`config.mk`:
```
export PLATFORM = sky130hd
export DESIGN_NAME = dadda_dot_acc
export DESIGN_NICKNAME = d
export VERILOG_FILES = /design/src/rtl/dadda_pkg.sv /design/src/rtl/dadda.sv /design/src/rtl/dadda_dot_acc.sv
export SDC_FILE = /design/constraint.sdc
export NUM_CORES = 1
export LEC_CHECK = 0
export ABC_AREA = 0
export BUFFER_PORTS_ARGS = -buffer_cell sky130_fd_sc_hd__clkbuf_2
export CAP_MARGIN = 20
export CORE_AREA = 2 2 95 97
export DETAILED_ROUTE_END_ITERATION = 6
export DIE_AREA = 0 0 97 99
export MAX_ROUTING_LAYER = met4
export PLACE_DENSITY = 0.91
export RECOVER_POWER = 50
export SYNTH_ARGS = -nofsm -noshare
export SYNTH_HDL_FRONTEND = slang
export SYNTH_SLANG_ARGS = --single-unit
```
`constraint.sdc`:
```
create_clock -name clk -period 6.76 [get_ports clk]
set_input_delay 0.338 -clock clk [delete_from_list [all_inputs] [get_ports clk]]
set_output_delay 0.338 -clock clk [all_outputs]
set_load 0.01 [all_outputs]
```
`src/rtl/dadda_pkg.sv`:
```
`default_nettype none
// ============================================================================
//  Module   : dadda_pkg
//  Brief    : Shared constants, state encoding and carry-save helper for the
//             dadda multiplier and the streaming dot-product engine.
//  Revision : 1.0 - initial release
// ============================================================================
package dadda_pkg;

  // Default accumulator width: 24 bits hold 255 products of 255*255.
  localparam int ACC_W_DEF = 24;
  // Default vector-length field width: 0..255 pairs per operation.
  localparam int LEN_W_DEF = 8;

  // Engine state encoding.
  typedef logic [1:0] state_t;
  localparam state_t S_IDLE  = 2'd0;
  localparam state_t S_RUN   = 2'd1;
  localparam state_t S_DRAIN = 2'd2;
  localparam state_t S_DONE  = 2'd3;

  // 3:2 carry-save compressor over whole 16-bit rows. The carry row is
  // pre-shifted into its column weight; bit 15 carries are dropped because
  // an 8x8 product never exceeds 16 bits.
  function automatic void csa(input  logic [15:0] x,
                              input  logic [15:0] y,
                              input  logic [15:0] z,
                              output logic [15:0] s,
                              output logic [15:0] c);
    s = x ^ y ^ z;
    c = ((x & y) | (x & z) | (y & z)) << 1;
  endfunction

endpackage : dadda_pkg
`default_nettype wire

```
`src/rtl/dadda.sv`:
```
`default_nettype none
// ============================================================================
//  Module   : dadda
//  Brief    : Unsigned 8x8 multiplier with a Dadda-height reduction schedule
//             (8 -> 6 -> 4 -> 3 -> 2 rows) and a registered 16-bit product.
//             The product register has no reset.
//  Revision : 1.0 - initial release
// ============================================================================
module dadda
  import dadda_pkg::*;
(
  input  logic        clk,
  input  logic [7:0]  a,
  input  logic [7:0]  b,
  output logic [15:0] p
);

  logic [15:0] pp [8];
  logic [15:0] l1 [6];
  logic [15:0] l2 [4];
  logic [15:0] l3 [3];
  logic [15:0] l4 [2];
  logic [15:0] prod_d;

  // Partial-product rows, each already shifted to its column weight.
  for (genvar i = 0; i < 8; i++) begin : g_pp
    assign pp[i] = 16'(a & {8{b[i]}}) << i;
  end

  // Row reduction down to two rows, then a single carry-propagate add.
  always_comb begin
    // 8 -> 6 rows
    csa(pp[0], pp[1], pp[2], l1[0], l1[1]);
    csa(pp[3], pp[4], pp[5], l1[2], l1[3]);
    l1[4] = pp[6];
    l1[5] = pp[7];
    // 6 -> 4 rows
    csa(l1[0], l1[1], l1[2], l2[0], l2[1]);
    csa(l1[3], l1[4], l1[5], l2[2], l2[3]);
    // 4 -> 3 rows
    csa(l2[0], l2[1], l2[2], l3[0], l3[1]);
    l3[2] = l2[3];
    // 3 -> 2 rows
    csa(l3[0], l3[1], l3[2], l4[0], l4[1]);
    prod_d = l4[0] + l4[1];
  end

  // Product register, updated every cycle regardless of operand validity.
  always_ff @(posedge clk) begin
    p <= prod_d;
  end

endmodule : dadda
`default_nettype wire

```
`src/rtl/dadda_dot_acc.sv`:
```
`default_nettype none
// ============================================================================
//  Module   : dadda_dot_acc
//  Brief    : Streaming dot-product engine. Accepts LEN operand pairs over a
//             valid/ready stream, multiplies each pair in the registered dadda
//             multiplier and sums the products into an ACC_W-bit accumulator.
//             The result is presented on a valid/ready port with a sticky
//             overflow flag.
//  Revision : 1.0 - initial release
// ============================================================================
module dadda_dot_acc
  import dadda_pkg::*;
#(
  parameter int ACC_W = ACC_W_DEF,
  parameter int LEN_W = LEN_W_DEF
) (
  input  logic             clk,
  input  logic             rst,
  input  logic             start,
  input  logic [LEN_W-1:0] len,
  input  logic             in_valid,
  output logic             in_ready,
  input  logic [7:0]       in_a,
  input  logic [7:0]       in_b,
  output logic             out_valid,
  input  logic             out_ready,
  output logic [ACC_W-1:0] out_sum,
  output logic             out_ovf,
  output logic             busy
);

  state_t             state_q, state_d;
  logic [ACC_W-1:0]   acc_q,   acc_d;
  logic               ovf_q,   ovf_d;
  logic [LEN_W-1:0]   cnt_q,   cnt_d;
  logic [LEN_W-1:0]   len_q,   len_d;
  logic               p_vld_q, p_vld_d;

  logic [15:0]        prod;
  logic [ACC_W:0]     sum_ext;
  logic               hs;

  // Multiplier fed straight from the input stream; its product appears one
  // cycle later, tracked by p_vld.
  dadda u_mul (
    .clk (clk),
    .a   (in_a),
    .b   (in_b),
    .p   (prod)
  );

  assign in_ready  = (state_q == S_RUN);
  assign out_valid = (state_q == S_DONE);
  assign out_sum   = out_valid ? acc_q : '0;
  assign out_ovf   = out_valid & ovf_q;
  assign busy      = (state_q != S_IDLE);

  // Next-state, counter and accumulator update.
  always_comb begin
    state_d = state_q;
    acc_d   = acc_q;
    ovf_d   = ovf_q;
    cnt_d   = cnt_q;
    len_d   = len_q;
    hs      = in_valid && (state_q == S_RUN);
    p_vld_d = hs;
    sum_ext = {1'b0, acc_q} + (ACC_W+1)'(prod);

    // Only products that came from an accepted pair are summed.
    if (p_vld_q) begin
      acc_d = sum_ext[ACC_W-1:0];
      if (sum_ext[ACC_W]) begin
        ovf_d = 1'b1;
      end
    end

    case (state_q)
      S_IDLE: begin
        if (start) begin
          acc_d   = '0;
          ovf_d   = 1'b0;
          cnt_d   = '0;
          len_d   = len;
          state_d = (len == '0) ? S_DONE : S_RUN;
        end
      end
      S_RUN: begin
        if (hs) begin
          cnt_d = cnt_q + 1'b1;
          if (cnt_q == len_q - 1'b1) begin
            state_d = S_DRAIN;
          end
        end
      end
      S_DRAIN: begin
        state_d = S_DONE;
      end
      S_DONE: begin
        if (out_ready) begin
          state_d = S_IDLE;
        end
      end
      default: begin
        state_d = S_IDLE;
      end
    endcase
  end

  // State and datapath registers with synchronous reset.
  always_ff @(posedge clk) begin
    if (rst) begin
      state_q <= S_IDLE;
      acc_q   <= '0;
      ovf_q   <= 1'b0;
      cnt_q   <= '0;
      len_q   <= '0;
      p_vld_q <= 1'b0;
    end else begin
      state_q <= state_d;
      acc_q   <= acc_d;
      ovf_q   <= ovf_d;
      cnt_q   <= cnt_d;
      len_q   <= len_d;
      p_vld_q <= p_vld_d;
    end
  end

endmodule : dadda_dot_acc
`default_nettype wire

```
# Word level (Yosys, flattened, before mapping)
# Cells that the tools add are included.
word_totals:
  out_inout_bits: 28
  in_bits: 29
  regBits: 60
op_classes:
  bitwise_logic: 51
  addsub: 4
  n_eq_ne: 8
  n_mux: 17
  reduce_logical: 8
ops:
  columns: ["cell", "count"]
  rows:
  - ["$and 15x15->15", 18]
  - ["$or 15x15->15", 12]
  - ["$xor 16x16->16", 8]
  - ["$mux 24", 4]
  - ["$and 8x8->8", 8]
  - ["$add 24x16->25", 1]
  - ["$add 16x16->16", 1]
  - ["$mux 8", 2]
  - ["$pmux 8 s2", 1]
  - ["$xor 16x10->16", 1]
  - ["$xor 16x13->16", 1]
  - ["$xor 16x14->16", 1]
  - ["$xor 16x15->16", 1]
  - ["$mux 2", 5]
  - ["$add 8x1->8 const B", 1]
  - ["$eq 8x8->1", 1]
  - ["$logic_not 8->1", 1]
  - ["$pmux 2 s4", 1]
  - ["$sub 8x1->8 const B", 1]
  - ["$ne 2x1->1 const B", 3]
  - ["$eq 2x2->1 const B", 2]
  - ["$mux 1", 4]
  - ["$reduce_and 4->1", 1]
  - ["$reduce_bool 2->1", 2]
  - ["other kinds (7)", 7]

# Depth between registers and ports, before layout
logic_depth:
  ltp_word: 14
  depth_mapped: 16
  ltp_nobuf: 16

# Modules after synthesis
# Synthesis repeated with hierarchy kept, for this count alone.
unflattened:
  cells_unflattened: 628
  hier_area_um2: 5366.4
modules_own_cells:
  columns: ["module", "area_per_inst_um2", "cells_per_inst", "seq_area_each_um2", "n_inst"]
  rows:
  - ["dadda_dot_acc", 3200.6, 408, 880.8, 1]
  - ["dadda", 2165.8, 220, 320.3, 1]

# Worst setup path after synthesis
# No wires, ideal clock.
synth_timing:
  path_type: "input-to-reg"
  from: "input in_a[5]"
  to: "register u_mul.p[15]"
  slack_ps: 2479
  n_path_buf: 1
  setup_ps: 72
  stages: 16
  t_required_ps: 6688
  arrival_time_ps: 4209
  path_cell_list: "clkbuf_1 nand2_1 fa_1 fa_1 inv_1 fa_1 ha_1 ha_1 fa_1 a21o_1 a21oi_1 o21ai_0 nor4_1 o41ai_1 a21oi_1 xnor2_1"
synth_via:
  elab_chain_cells: 14
  elab_cells_between_ends: 51
synth_lines:
  columns: ["item", "line_no", "text"]
  rows:
  - ["start, declared", "dadda_dot_acc.sv:23", "input logic [7:0] in_a,"]
  - ["$and 8x8->8", "dadda.sv:27", "assign pp[i] = 16'(a & {8{b[i]}}) << i;"]
  - ["$and 15x15->15", "dadda_pkg.sv:31", "c = ((x & y) | (x & z) | (y & z)) << 1;"]
  - ["$or 15x15->15 (2 in series)", "dadda_pkg.sv:31", null]
  - ["$and 15x15->15", "dadda_pkg.sv:31", null]
  - ["$or 15x15->15 (2 in series)", "dadda_pkg.sv:31", null]
  - ["$and 15x15->15", "dadda_pkg.sv:31", null]
  - ["$or 15x15->15 (2 in series)", "dadda_pkg.sv:31", null]
  - ["$and 15x15->15", "dadda_pkg.sv:31", null]
  - ["$or 15x15->15 (2 in series)", "dadda_pkg.sv:31", null]
  - ["$add 16x16->16 *", "dadda.sv:45", "prod_d = l4[0] + l4[1];"]
  - ["named net u_mul.prod_d[15]", "dadda.sv:23", "logic [15:0] prod_d;"]
  - ["end signal, assigned", "dadda.sv:50", "p <= prod_d;"]
  - ["end, declared", "dadda.sv:15", "output logic [15:0] p"]
# Mark *: on every way through the listed nets, which the timed path passes. The rest lies on a longest branch.
# A chain may end at the register's enable or synchronous reset.

# Worst setup path in the final report
layout_timing:
  from: "input in_b[0]"
  to: "register u_mul.p[15]"
layout_via:
  elab_chain_cells: 14
  elab_cells_between_ends: 29
layout_lines:
  columns: ["item", "line_no", "text"]
  rows:
  - ["start, declared", "dadda_dot_acc.sv:24", "input logic [7:0] in_b,"]
  - ["$and 8x8->8 *", "dadda.sv:27", null]
  - ["$and 15x15->15", "dadda_pkg.sv:31", null]
  - ["$or 15x15->15 (2 in series)", "dadda_pkg.sv:31", null]
  - ["$and 15x15->15", "dadda_pkg.sv:31", null]
  - ["$or 15x15->15 (2 in series)", "dadda_pkg.sv:31", null]
  - ["$and 15x15->15", "dadda_pkg.sv:31", null]
  - ["$or 15x15->15 (2 in series)", "dadda_pkg.sv:31", null]
  - ["$and 15x15->15", "dadda_pkg.sv:31", null]
  - ["$or 15x15->15 (2 in series)", "dadda_pkg.sv:31", null]
  - ["$add 16x16->16 *", "dadda.sv:45", null]
  - ["named net u_mul.prod_d[15]", "dadda.sv:23", null]
# Marks and branches as above.

==> results by group <==
Min path
  – Type of the tightest min-delay check: input port to register

GRT
  – Total Routing Usage GR: 23.6%
  – Vias in the first global route: 4340
  – Grt met1 use: between 20% and 30%
  – Grt total ovfl: 0
  – Largest net degree at the start of global routing: 28
  – Met3 usage: 2.77%
  – First-pass GRT wire length: 18.3 mm
  – Grt peak-use layer: met2
  – Initial antenna violation count: 0
  – GRT met2 Usage: 43.1%

Pwr
  – Pwr/cell area: between 200 and 300 nW/um^2
  – LEAKAGE: 2.55 nW
  – VDD IR max: 0.106 mV

Floorplan
  – Initial Utilization: 59.3%
  – Core footprint: 8550 sq um
  – IO Count: 57
  – Die Height: 99 microns
  – Row cnt: 34
  – Die area: a little under 10000 sq um
  – DIE WIDTH: 97 microns

Routing
  – WL final: 10.9 mm
  – DRC violations left: 0
  – DR vias: 4265
  – WL/cell: 14.7 microns
  – Drt first pass iters: 6
  – Final ANT Viol Nets: 0
  – Post-DR vias/cell: 5.73
  – Iteration-0 DRC Markers: 194

Logic synthesis
  – Ys flop type: dfxtp_1
  – Synthesized Nets: 696
  – Post-synth top area share: 23.7%
  – Cells after Synth: 579
  – Async SR Flop Fraction: 0%
  – Yosys top cell by area: dfxtp_1
  – Ranking of synthesized cells by area: dfxtp_1, fa_1, ha_1
  – Sequential-to-total area share from yosys stat: between 20% and 30%
  – Synthesized area: 5070 sq um
  – Yosys cell types: 56
  – Avg Inst Size Synth: 8.75 sq um
  – Seq cells post-synth: 60
  – Post-synth EDFFs: 0
  – Synth Warn #: 0

STA
  – Max Clock Skew: 7.62 ps
  – RSZ-0062 raised after global routing: false
  – Rel. slew slack: a little under a third
  – Tightest hold margin: 226 ps
  – Fin crit share: 65.3%
  – Final hold vios: 0
  – Actual slew at the worst max-slew pin: between 1000 and 1500 ps
  – Highest clock rate: 0.227 GHz
  – Setup TNS: 0 ps
  – Shortest period the worst path allows: 4410 ps
  – Finish-stage setup viols: 0
  – Final slew viol count: 0

Setup path
  – CP endpoint kind: register
  – WP data required: 7030 ps
  – Worst-path cell chain: clkbuf_1 -> nand2_1 -> fa_1 -> fa_1 -> inv_1 -> fa_1 -> ha_1 -> ha_1 -> fa_1 -> a21o_1 -> a21oi_1 -> o21ai_0 -> nor4_1 -> o41ai_1 -> a21oi_1 -> xnor2_1
  – Critical Path Most Common Cell: fa_1
  – Worst setup SP type: input port
  – Crit Path Category: input port to register
  – CP max stage delay: roughly 540 ps
  – CP arrival: 4680 ps
  – CP max FO: 8
  – R2R Setup Slk: 4120 ps
  – Slowest-stage cell, CP: fa_1

Clocking
  – CTS H-tree depth: 3
  – PostCTS Resize Cnt: 0
  – CTS Root Cell: clkbuf_8
  – Clock latency at the later pin of the worst-skew pair: about 340 ps
  – CTS clock-pin slew for the worst setup and hold paths: 70 ps
  – Sink Count: 60
  – Setup Fix Bufs, Post-CTS: 0
  – Total CTS buffers: 9
  – Max clock buf depth: 2
  – CTS tree: yes
  – CTS Hold Bufs: 0

Layout
  – Layout cells sized above 1: 11.5%
  – Area of the multi-input gates: 3620 sq um
  – Post-Route Utilization: 64.9%
  – Synth-to-Final Area Change: 9.55%
  – Combined flip-flop and latch cell area: between 1000 and 1500 sq um
  – Commonest non-fill, non-tap cell in the layout: nand2_1
  – Non-filler instance count after layout: 744
  – Final non-filler cell area: approximately 5600 sq um
  – Fillers: 691
  – Most frequent cells in the layout: nand2_1, dfxtp_1, and2_1
  – N_diodes: 0
  – Nets: 750

Place
  – PortBufs: 56
  – Final Wtd Congestion: 0.901
  – Detail Placement HPWL: 8.44 mm
  – Placed Instance Area: 5410 sq um
  – Placed Instances: 730

Status
  – Status: complete, no violations

Job
  – Max Cap Viol: 0
-- final cells by class --
cell class,count,share of cell area (%)
flip-flops and latches,60,21.6
clock inverters,3,0.270
well taps,108,2.43
clock buffers,11,2.55
inverters,46,3.11
repair buffers,56,4.75
multi-input cells,460,65.3
-- through the flow --
stage	setup slack [ps]	total power [mW]
3_3_place_gp	2320	1.16
6_report	2350	1.49
3_5_place_dp	2140	1.21
2_1_floorplan	2480	1.05
4_1_cts	2490	1.49
5_1_grt	2140	1.60
-- worst paths after layout --
check | startpoint | depth (start not counted) | endpoint
max | in_b[0] | 16 | u_mul.p[15]
min | len[1] | 3 | len_q[1]
min reg2reg | ovf_q | 2 | ovf_q
max reg2reg | acc_q[0] | 9 | acc_q[16]
-- cells by family after synthesis --
group	count (synthesis)	synth area share [%]
AO/OA/AOI/OAI	92	12.6
buffers and inverters	59	4.79
flip-flops	60	23.7
adder cells (fa/ha/maj)	88	27.6
multiplexers	12	2.37
XOR/XNOR	35	6.05
AND/OR/NAND/NOR	233	22.8
-- cells in the mapped netlist (2+ instances only) --
cell type / n
a21oi_1: 28
a31oi_1: 6
o21bai_1: 2
xor2_1: 14
nand3_1: 16
clkbuf_1: 10
ha_1: 48
a31o_2: 3
nor3_1: 7
and3_1: 7
inv_1: 46
mux2i_1: 12
a41o_1: 3
or2_2: 2
nor2_1: 36
nand2_1: 80
o21ai_0: 19
a211oi_1: 5
o22ai_1: 2
nand2b_1: 2
and2_1: 55
nand4_1: 4
nor2b_1: 4
a21o_1: 6
or3_1: 6
o41ai_1: 2
and2_2: 2
fa_1: 40
dfxtp_1: 60
xnor2_1: 21
nor4_1: 6
-- flip-flops by register name, summed over array words and instances, names as in the netlist --
signal   count
acc_q       24
cnt_q        8
len_q        8
ovf_q        1
p_vld_q      1
state_q      2
u_mul.p     16
-- per-layer routing --
layer	up-vias	routed length, microns	part of all wire [%]
met3	29	501	4.6
met2	128	5580	51
met1	2056	4530	42
met5	-	0	0
met4	0	302	2.8
li1	2052	-	-
-- power breakdown --
| part | internal, mW | total [mW] | switching, mW | leakage, nW |
|---|---|---|---|---|
| combinational | 0.312 | 0.754 | 0.442 | 1.97 |
| clock | 0.137 | 0.273 | 0.136 | 0.0848 |
| sequential | 0.419 | 0.459 | 0.0403 | 0.491 |
-- critical path: cells and delay by family --
| kind | cells | cell delay (ps) |
|---|---|---|
| AO/OA/AOI/OAI | 5 | 920 |
| XOR/XNOR | 1 | 140 |
| adder cells (fa/ha/maj) | 6 | 2460 |
| buffers and inverters | 2 | 310 |
| AND/OR/NAND/NOR | 2 | 490 |
No activity file was read; power rests on OpenSTA's default activity.
